==> config.mk <==
export PLATFORM = sky130hd
export DESIGN_NAME = culsans_htif_mailbox
export DESIGN_NICKNAME = d
export VERILOG_FILES = /design/src/rtl/culsans_htif_mailbox.sv
export SDC_FILE = /design/constraint.sdc
export NUM_CORES = 1
export LEC_CHECK = 0
export CAP_MARGIN = 20
export CORE_ASPECT_RATIO = 1.4
export CORE_MARGIN = 2
export CORE_UTILIZATION = 52
export CTS_CLUSTER_SIZE = 24
export DETAILED_ROUTE_END_ITERATION = 16
export PLACE_DENSITY = 0.81
export SETUP_SLACK_MARGIN = 0.2
export SYNTH_ARGS = -nofsm -noshare
export SYNTH_HDL_FRONTEND = slang
export SYNTH_SLANG_ARGS = --single-unit
==> constraint.sdc <==
create_clock -name clk -period 2.9 [get_ports clk]
set_clock_uncertainty 0.1 [all_clocks]
set_input_delay 0.58 -clock clk [delete_from_list [all_inputs] [get_ports clk]]
set_output_delay 0.58 -clock clk [all_outputs]
set_load 0.03 [all_outputs]
==> src/rtl/culsans_htif_mailbox.sv <==
// HTIF tohost/fromhost mailbox on the SoC peripheral bus: decodes exit and
// console-putchar commands written to tohost, and queues characters for a sink.
module culsans_htif_mailbox #(
    parameter int unsigned          AddrWidth    = 64,
    parameter logic [AddrWidth-1:0] TohostAddr   = 64'h8000_1000,
    parameter logic [AddrWidth-1:0] FromhostAddr = 64'h8000_1008,
    parameter int unsigned          FifoDepth    = 8
) (
    input  logic                 clk,
    input  logic                 rst,
    input  logic                 req_i,
    input  logic                 we_i,
    input  logic [AddrWidth-1:0] addr_i,
    input  logic [63:0]          wdata_i,
    input  logic [7:0]           be_i,
    output logic                 gnt_o,
    output logic                 rvalid_o,
    output logic [63:0]          rdata_o,
    output logic [31:0]          exit_o,
    output logic                 con_valid_o,
    output logic [7:0]           con_data_o,
    input  logic                 con_ready_i,
    output logic                 busy_o
);

    localparam int unsigned IdxWidth = $clog2(FifoDepth);
    localparam int unsigned PtrWidth = IdxWidth + 1;
    localparam logic [63:0] PutcharAck = 64'h0101_0000_0000_0001;

    // Bus decode
    logic tohost_sel;
    logic fromhost_sel;
    logic full_wr;
    logic exit_cmd;
    logic putchar_cmd;
    logic putchar_req;
    logic xfer;
    logic unused_addr_bits;

    // Register state
    logic [63:0] tohost_q, tohost_d;
    logic [63:0] fromhost_q, fromhost_d;
    logic [31:0] exit_q, exit_d;
    logic        rvalid_q, rvalid_d;
    logic [63:0] rdata_q, rdata_d;

    // Console FIFO state
    logic [7:0]          mem_q [FifoDepth];
    logic [7:0]          mem_d [FifoDepth];
    logic [PtrWidth-1:0] wptr_q, wptr_d;
    logic [PtrWidth-1:0] rptr_q, rptr_d;
    logic                fifo_empty;
    logic                fifo_full;
    logic                push;
    logic                pop;

    function automatic logic [63:0] merge_be(input logic [63:0] old_val,
                                             input logic [63:0] new_val,
                                             input logic [7:0]  be);
        logic [63:0] res;
        res = old_val;
        for (int i = 0; i < 8; i++) begin
            if (be[i]) begin
                res[8*i +: 8] = new_val[8*i +: 8];
            end
        end
        return res;
    endfunction

    assign unused_addr_bits = ^addr_i[2:0];

    assign tohost_sel   = (addr_i[AddrWidth-1:3] == TohostAddr[AddrWidth-1:3]);
    assign fromhost_sel = (addr_i[AddrWidth-1:3] == FromhostAddr[AddrWidth-1:3]);
    assign full_wr      = (be_i == 8'hFF);
    assign exit_cmd     = (wdata_i[63:56] == 8'h00) && wdata_i[0];
    assign putchar_cmd  = (wdata_i[63:56] == 8'h01) && (wdata_i[55:48] == 8'h01);
    assign putchar_req  = req_i && we_i && tohost_sel && full_wr && putchar_cmd;

    // The stall looks only at the registered full flag, so a pop in the
    // same cycle cannot release it; this keeps gnt_o free of con_ready_i.
    assign gnt_o = req_i && !(putchar_req && fifo_full);
    assign xfer  = req_i && gnt_o;

    assign fifo_empty = (wptr_q == rptr_q);
    assign fifo_full  = (wptr_q[IdxWidth] != rptr_q[IdxWidth]) &&
                        (wptr_q[IdxWidth-1:0] == rptr_q[IdxWidth-1:0]);
    assign pop        = !fifo_empty && con_ready_i;

    always_comb begin
        tohost_d   = tohost_q;
        fromhost_d = fromhost_q;
        exit_d     = exit_q;
        push       = 1'b0;
        if (xfer && we_i && tohost_sel) begin
            if (full_wr && exit_cmd) begin
                tohost_d = '0;
                if (!exit_q[0]) begin
                    exit_d = wdata_i[31:0];
                end
            end else if (full_wr && putchar_cmd) begin
                push       = 1'b1;
                tohost_d   = '0;
                fromhost_d = PutcharAck;
            end else begin
                tohost_d = merge_be(tohost_q, wdata_i, be_i);
            end
        end else if (xfer && we_i && fromhost_sel) begin
            fromhost_d = merge_be(fromhost_q, wdata_i, be_i);
        end
    end

    // Reads return the pre-write register contents; writes respond with 0.
    always_comb begin
        rvalid_d = xfer;
        rdata_d  = '0;
        if (xfer && !we_i) begin
            if (tohost_sel) begin
                rdata_d = tohost_q;
            end else if (fromhost_sel) begin
                rdata_d = fromhost_q;
            end
        end
    end

    always_comb begin
        mem_d  = mem_q;
        wptr_d = wptr_q + PtrWidth'(push);
        rptr_d = rptr_q + PtrWidth'(pop);
        if (push) begin
            mem_d[wptr_q[IdxWidth-1:0]] = wdata_i[7:0];
        end
    end

    always_ff @(posedge clk or negedge rst) begin
        if (!rst) begin
            tohost_q   <= '0;
            fromhost_q <= '0;
            exit_q     <= '0;
            rvalid_q   <= 1'b0;
            rdata_q    <= '0;
            wptr_q     <= '0;
            rptr_q     <= '0;
            for (int i = 0; i < FifoDepth; i++) begin
                mem_q[i] <= '0;
            end
        end else begin
            tohost_q   <= tohost_d;
            fromhost_q <= fromhost_d;
            exit_q     <= exit_d;
            rvalid_q   <= rvalid_d;
            rdata_q    <= rdata_d;
            wptr_q     <= wptr_d;
            rptr_q     <= rptr_d;
            mem_q      <= mem_d;
        end
    end

    assign rvalid_o    = rvalid_q;
    assign rdata_o     = rdata_q;
    assign exit_o      = exit_q;
    assign con_valid_o = !fifo_empty;
    assign con_data_o  = mem_q[rptr_q[IdxWidth-1:0]];
    assign busy_o      = !fifo_empty;

endmodule

-- After elaboration in Yosys (flattened, before gate mapping)
Index checks and enable logic that the tools add are counted.
- add/subtract/negate cells: 2
- order comparisons: 3
- equal/unequal tests: 10
- mux-type cells: 27
- bitwise operators: 3
- reductions and logical operators: 57
- operators by type and width (operator ; number):
    two-way mux 64 bit ; 9
    equality test 61 x 29 -> 1 bit (second input constant) ; 2
    two-way mux 8 bit ; 11
    bitwise mux 64 bit ; 1
    AND reduction 4 bit ; 8
    binary-select mux 8 bit (select 3 bit) ; 1
    demux 8 bit (select 3 bit) ; 1
    nonzero test 3 bit ; 8
    logical AND 1 bit ; 18
    AND reduction 2 bit ; 9
    nonzero test 2 bit ; 9
    equality test 8 x 1 -> 1 bit (second input constant) ; 2
    adder 4 x 1 -> 4 bit ; 2
    equality test 8 bit (second input constant) ; 1
    >= comparator 4 bit (second input constant) ; 2
    zero test 8 bit ; 1
    NOT 3 -> 4 bit ; 2
    equality test 4 bit ; 1
    less-than comparator 4 x 1 -> 1 bit (second input constant) ; 1
    two-way mux 1 bit ; 4
    equality test 3 bit ; 1
    zero test 1 bit ; 3
    AND reduction 3 bit ; 1
    != test 2 x 1 -> 1 bit (second input constant) ; 1
    3 further kinds ; 3
- flip-flop bits (word level): 297
- output and inout port bits: 108
- word-level logic and storage cells: 132

-- Depth between registers and ports, before layout
Gate-level depths: netlist (run 1).
- word-level depth: 12
- mapped depth: 10
- depth with buffers taken out: 9

-- Least setup slack after synthesis (run 1)
OpenSTA, ideal clock, no wires.
- path kind: input port to output port
- from: input port wdata_i[57]
- to: output port gnt_o
- data arrival time: 2.427 ns
- path slack: -0.207 ns
- cell stages on the path: 6
- path buffers: 1
- cells stage by stage: or4b_4 -> nor4_4 -> nand2_2 -> clkbuf_1 -> nor3b_1 -> a21boi_0
- cells in the longest elaborated chain, start to end: 6
- ends and longest elaborated chain (item ; RTL line ; text):
    start, declared ; 14 ; input logic [63:0] wdata_i,
    equality test 8 x 1 -> 1 bit ; 76 ; assign putchar_cmd = (wdata_i[63:56] == 8'h01) && (wdata_i[55:48] == 8'h01);
    logical AND 1 bit ; 76 ;
    logical AND 1 bit ; 77 ; assign putchar_req = req_i && we_i && tohost_sel && full_wr && putchar_cmd;
    logical AND 1 bit ; 81 ; assign gnt_o = req_i && !(putchar_req && fifo_full);
    zero test 1 bit ; 81 ;
    logical AND 1 bit ; 81 ;
    end, declared ; 16 ; output logic gnt_o,
No other way between the ends.

-- Worst setup path in the final report (run 1)
- from: input port addr_i[49]
- to: output port gnt_o
- cells in the longest elaborated chain, start to end: 7
- ends and longest elaborated chain (item ; RTL line ; text):
    start, declared ; 13 ; input logic [AddrWidth-1:0] addr_i,
    equality test 61 x 29 -> 1 bit ; 72 ; assign tohost_sel = (addr_i[AddrWidth-1:3] == TohostAddr[AddrWidth-1:3]);
    logical AND 1 bit (3 in a row) ; 77 ;
    logical AND 1 bit ; 81 ;
    zero test 1 bit ; 81 ;
    logical AND 1 bit ; 81 ;
No other way between the ends.

==> results.yml, run 1 <==
timing:
  fin_crit_sh: 1.04
  setup_viol: 1
  fin_crit_ps: 3000
  fmax_ghz: 0.333
  fin_tns_setup_ps: -102
  worstMarginPinSlew_ps: 822
  rsz0062_at_grt: "true"
  relSlewSlack: 0.452
  hold_viol_final: 0
  setup_ws_ps: -102
  slew_viol_final: 0
cts:
  tritoncts: "yes"
  htree_levels: 1
  insertion_delay_ps: 530
  cts_buffers: 28
  cts_buffer_depth: 3
  clockRootBuffer: "clkbuf_16"
  cts.clk_slew.worst_paths_ps: 60
  clock-sinks: 297
pwr:
  leakage_nw: 8.50
  irDropWorstVdd_mv: 0.552
  p_total_mw: 8.50
  power.density_mw_per_mm2: 487
global_routing:
  grt_pass1_wl_mm: 51.5
  grt_max_degree: 105
  grt-ovfl-total: 0
  antenna_found_initial: 3
  grt_pass1_vias: 9343
  gr-usage-all-layers: 0.263
min_path:
  hp-class: "in -> reg"
logic_synthesis:
  syn_area_per_cell_sq_um: 12.7
  netlist_area_sq_mm: 0.0123
  synth_edf_count: 0
  syn_nets: 1117
  seq_area_frac_synth: 0.602
  synthFlopType: "dfrtp_1"
  synth_top_area_frac: 0.602
  synth_common_cells: "dfrtp_1, nand2_1, mux2_2"
  synthArstFlopShare: 1.00
  yosysMostFrequentCell: "dfrtp_1"
  yosysUniqueCellTypes: 45
  synthTopCellsByArea: "dfrtp_1, mux2_2, mux2i_1"
  syn_inst: 972
  yosys_warnings: 0
  ys_seq_elements: 297
  yosys.area.top_type: "dfrtp_1"
floorplanning:
  die_x_um: 134
  die-area_sq_mm: 0.0250
  die_h_um: 186
  num_io_pins: 249
  coreArea_sq_mm: 0.0233
  start_util: 0.530
  rows: 66
setup_path:
  path_cells: "dlygate4sd2_1, nor4_2, nand3_1, buf_4, nor4_4, buf_4, nor3b_4, a21boi_1, buf_4"
  worst-setup-path-type: "in -> out"
  start_kind: "input pin"
  critPathArrivalTime_ps: 2320
  crit_required_ps: 2220
  crit_path_top_delay_cell: "nor4_2"
  max_stage_delay_ps: 270
  cp_max_fo: 2
  cpMostUsedCell: "buf_4"
  cp-end-kind: "output port"
routing:
  ant_nets: 0
  drc: 0
  viasPerCell: 5.55
  wirelength_mm: 34.0
  routedWlPerCell_um: 20.8
  route.vias.total: 9090
  drt_iter0_drc: 480
  dr.pass1.iters: 5
placed_design:
  place_hpwl_mm: 22.2
  place_ws_ps: -757
  place_congestion: 0.809
  port_buffers: 245
cells_and_area:
  nets: 1448
  area_growth_pct: 41.5
  drive_gt1_frac: 0.277
  utilization: 0.750
run_status:
  violations: "negative setup slack"
  run_status: "finished with violations"
job:
  timing.max_cap.violations: 0
==> final timing paths <==
check / start / to / slack [ps] / depth (start not counted)
worst min register to register: tohost_q[0] / tohost_q[0] / 380 / 2
worst min-delay path: wdata_i[52] / fromhost_q[52] / 180 / 2
worst max-delay path: addr_i[49] / gnt_o / -100 / 9
max in group asynchronous: rst / tohost_q[37] / 1590 / 3
min in group asynchronous: rst / mem_q[50] / 350 / 2
worst max register to register: rptr_q[0] / mem_q[41] / 490 / 7
==> final cells by class <==
cell class / instances / area (sq um)
inverter: 8 / 30.0
multi-input combinational: 603 / 5080
clock buffer: 38 / 820
timing repair buffer: 365 / 3500
antenna: 8 / 20.0
clock inverter: 14 / 188
tap: 306 / 383
sequential: 297 / 7430
fill: 1464 / 5830
==> layer usage <==
metal	track usage	vias up	wire [um]
li1	-	4116	-
met4	0.106	0	1160
met3	0.0382	67	1720
met5	0	-	0
met2	0.452	309	17700
met1	0.337	4598	13400
==> timing repair <==
item / CTS / global route
gates resized for setup: 182 / 68
setup endpoints to repair: 164 / 136
pin swaps: 32 / 22
endpoints found under the hold margin: 15 / 0
hold buffers: 1 / 0
gates cloned: 1 / 3
buffers inserted: 14 / 8
==> cells by family (layout without fill, tap and decap cells) <==
family | Yosys count | count (layout) | synth area share
DFF | 297 | 297 | 0.602
and+or+nand+nor | 265 | 265 | 0.104
muxes | 190 | 190 | 0.184
AOI/OAI and AO/OA | 136 | 136 | 0.0764
buffers and inverters | 72 | 425 | 0.0236
xor gates and xnor gates | 8 | 8 | 0.00568
adders and majority gates | 4 | 4 | 0.00406
other | 0 | 8 | 0
==> critical path, delay by kind of cell <==
family / cells / cell delay (ps)
simple gates: 4 / 900
buf+inv: 4 / 750
compound gates: 1 / 80
==> state kept, by name (all words and copies together), names as in the netlist <==
register and flops:
rvalid_o 1, exit_o 32, tohost_q 64, fromhost_q 64, rdata_o 64, mem_q 64
wptr_q 4, rptr_q 4
==> metrics by stage <==
stage	cells	hold WS, ps	instance area [sq um]
2_1_floorplan	972	184	12600
3_3_place_gp	1552	323	15900
3_5_place_dp	1552	323	15900
4_1_cts	1620	263	17200
6_report	1639	178	17500
5_1_grt	1633	162	17400
==> placed cells by master, fill, tap and decap left out, drive strengths merged, types with 4 or more instances in the layout <==
master / synthesis / layout
dfrtp: 297 / 297
clkdlybuf4s50: 0 / 150
buf: 20 / 143
nand2: 132 / 132
mux2: 110 / 110
nor2: 67 / 67
mux2i: 64 / 64
o21ai: 64 / 64
a22o: 54 / 54
clkbuf: 44 / 48
dlygate4sd2: 0 / 41
clkdlybuf4s15: 0 / 20
nor4: 18 / 18
mux4: 16 / 16
nand3: 13 / 13
and3: 10 / 10
inv: 8 / 10
diode: 0 / 8
o2111ai: 8 / 8
clkinv: 0 / 7
nand4: 5 / 5
xnor2: 5 / 5
nor4b: 5 / 5
ha: 4 / 4
bufinv: 0 / 4
==> where the power goes <==
group | internal [mW] | total [mW] | leakage [nW] | switching, mW
clock network | 2.35 | 3.92 | 0.498 | 1.57
registers | 4.14 | 4.14 | 4.14 | 0.000564
logic | 0.203 | 0.439 | 3.86 | 0.236
total | 6.69 | 8.50 | 8.50 | 1.81
(Power assumes the default switching activity.)
==> inputs of run 2 (changes only) <==
- SETUP_SLACK_MARGIN: 0.2 -> 0.5
==> results.yml, run 2 (synthesized netlist as in run 1, its figures left out) <==
min_path:
  hp-class: "in -> reg"
  min_path_cells: 2
setup_path:
  path_cells: "buf_6, or4b_4, nor4_4, nand2_2, buf_8, nor3b_4, a21boi_1, buf_4"
  crit_path_top_delay_cell: "or4b_4"
  crit_required_ps: 2220
  cp-end-kind: "output port"
  start_kind: "input pin"
  worst-r2r-cell-count: 7
  worst-setup-path-type: "in -> out"
  cp_max_fo: 2
  critPathArrivalTime_ps: 2270
  max_stage_delay_ps: 560
global_routing:
  grt_max_degree: 80
  gr-usage-all-layers: 0.266
  grt_pass1_wl_mm: 52.4
  antenna_found_initial: 1
  grt-ovfl-total: 0
  grt_pass1_vias: 9580
timing:
  relSlewSlack: 0.487
  slew_viol_final: 0
  setup_ws_ps: -45.3
  hold_viol_final: 0
  fmax_ghz: 0.340
  worstMarginPinSlew_ps: 769
  fin_tns_setup_ps: -45.3
  fin_crit_sh: 1.02
  rsz0062_at_grt: "true"
  setup_viol: 1
  fin_crit_ps: 2950
routing:
  viasPerCell: 5.61
  drt_iter0_drc: 549
  route.vias.total: 9105
  routedWlPerCell_um: 20.6
  ant_nets: 0
  wirelength_mm: 33.4
  drc: 0
  dr.pass1.iters: 5
floorplanning:
  coreArea_sq_mm: 0.0233
  die_h_um: 186
  die_x_um: 134
  rows: 66
  num_io_pins: 249
  start_util: 0.530
  die-area_sq_mm: 0.0250
cells_and_area:
  nets: 1438
  final_cell_mix: "dfrtp_1, clkdlybuf4s50_1, nand2_1"
  drive_gt1_frac: 0.298
  fin_area_sq_mm: 0.0174
  layout_commonest_cell: "dfrtp_1"
  area_growth_pct: 40.7
  fillers: 1486
placed_design:
  place_hpwl_mm: 22.1
  port_buffers: 245
  postPlaceCellArea_sq_mm: 0.0162
  place_congestion: 0.810
run_status:
  run_status: "finished with violations"
  violations: "negative setup slack"
cts:
  cts.clk_slew.worst_paths_ps: 60
  clock-sinks: 297
  htree_levels: 1
  tritoncts: "yes"
  insertion_delay_ps: 540
  clockRootBuffer: "clkbuf_16"
  cts_buffer_depth: 3
  cts_buffers: 28
job:
  timing.max_cap.violations: 0
pwr:
  leakage_nw: 8.41
  irDropWorstVdd_mv: 0.499
  power.density_mw_per_mm2: 484
## run 2: where the power goes
group,switching (mW),total [mW],internal [mW]
registers,0.000449,4.14,4.14
clock network,1.59,3.82,2.23
logic,0.239,0.440,0.201
total,1.83,8.41,6.57
## run 2: worst paths after layout
check | start | endpoint | slack (ps)
max | wdata_i[58] | gnt_o | -50
min | wdata_i[53] | fromhost_q[53] | 190
max reg2reg | rptr_q[0] | mem_q[40] | 510
min reg2reg | tohost_q[24] | tohost_q[24] | 380
max in group asynchronous | rst | rdata_o[60] | 1360
min in group asynchronous | rst | rdata_o[40] | 500
## run 2: per-stage QoR
step	cells	setup WS [ps]	hold WS [ps]	util	power (mW)
2_1_floorplan	972	-94.9	184	-	4.31
3_3_place_gp	1557	-652	360	0.694	4.67
3_5_place_dp	1557	-720	369	0.694	4.68
4_1_cts	1619	17.5	179	0.738	8.45
5_1_grt	1622	-97.3	191	0.745	8.67
6_report	1623	-45.3	189	0.745	8.41
## run 2: area by class of cell
type | count | area [sq um] | area share
diodes | 2 | 5.00 | 0.000288
clock buffers | 36 | 761 | 0.0438
clock inverters | 16 | 211 | 0.0122
inverters | 8 | 30.0 | 0.00173
multi-input cells | 603 | 5160 | 0.297
flip-flops and latches | 297 | 7430 | 0.428
well taps | 306 | 383 | 0.0221
repair buffers | 355 | 3370 | 0.194
## run 2: routing by layer
metal,share of wire,global-route usage,wire length (um),up-vias
li1,-,-,-,4088
met1,0.39,0.337,12900,4693
met2,0.54,0.478,18100,256
met3,0.042,0.0317,1390,68
met4,0.029,0.0851,983,0
met5,0,0,0,-
## run 2: timing repair
action,4_1_cts,5_1_grt
hold buffers,1,0
hold endpoints to repair,71,0
endpoints found under the setup margin,296,290
pin swaps,31,34
buffers inserted,9,2
resized for setup,189,90
## run 2: critical path, delay by kind of cell
kind,cells,cell delay [ps]
buffers and inverters,3,410
and+or+nand+nor,4,1180
AOI/OAI and AO/OA,1,90
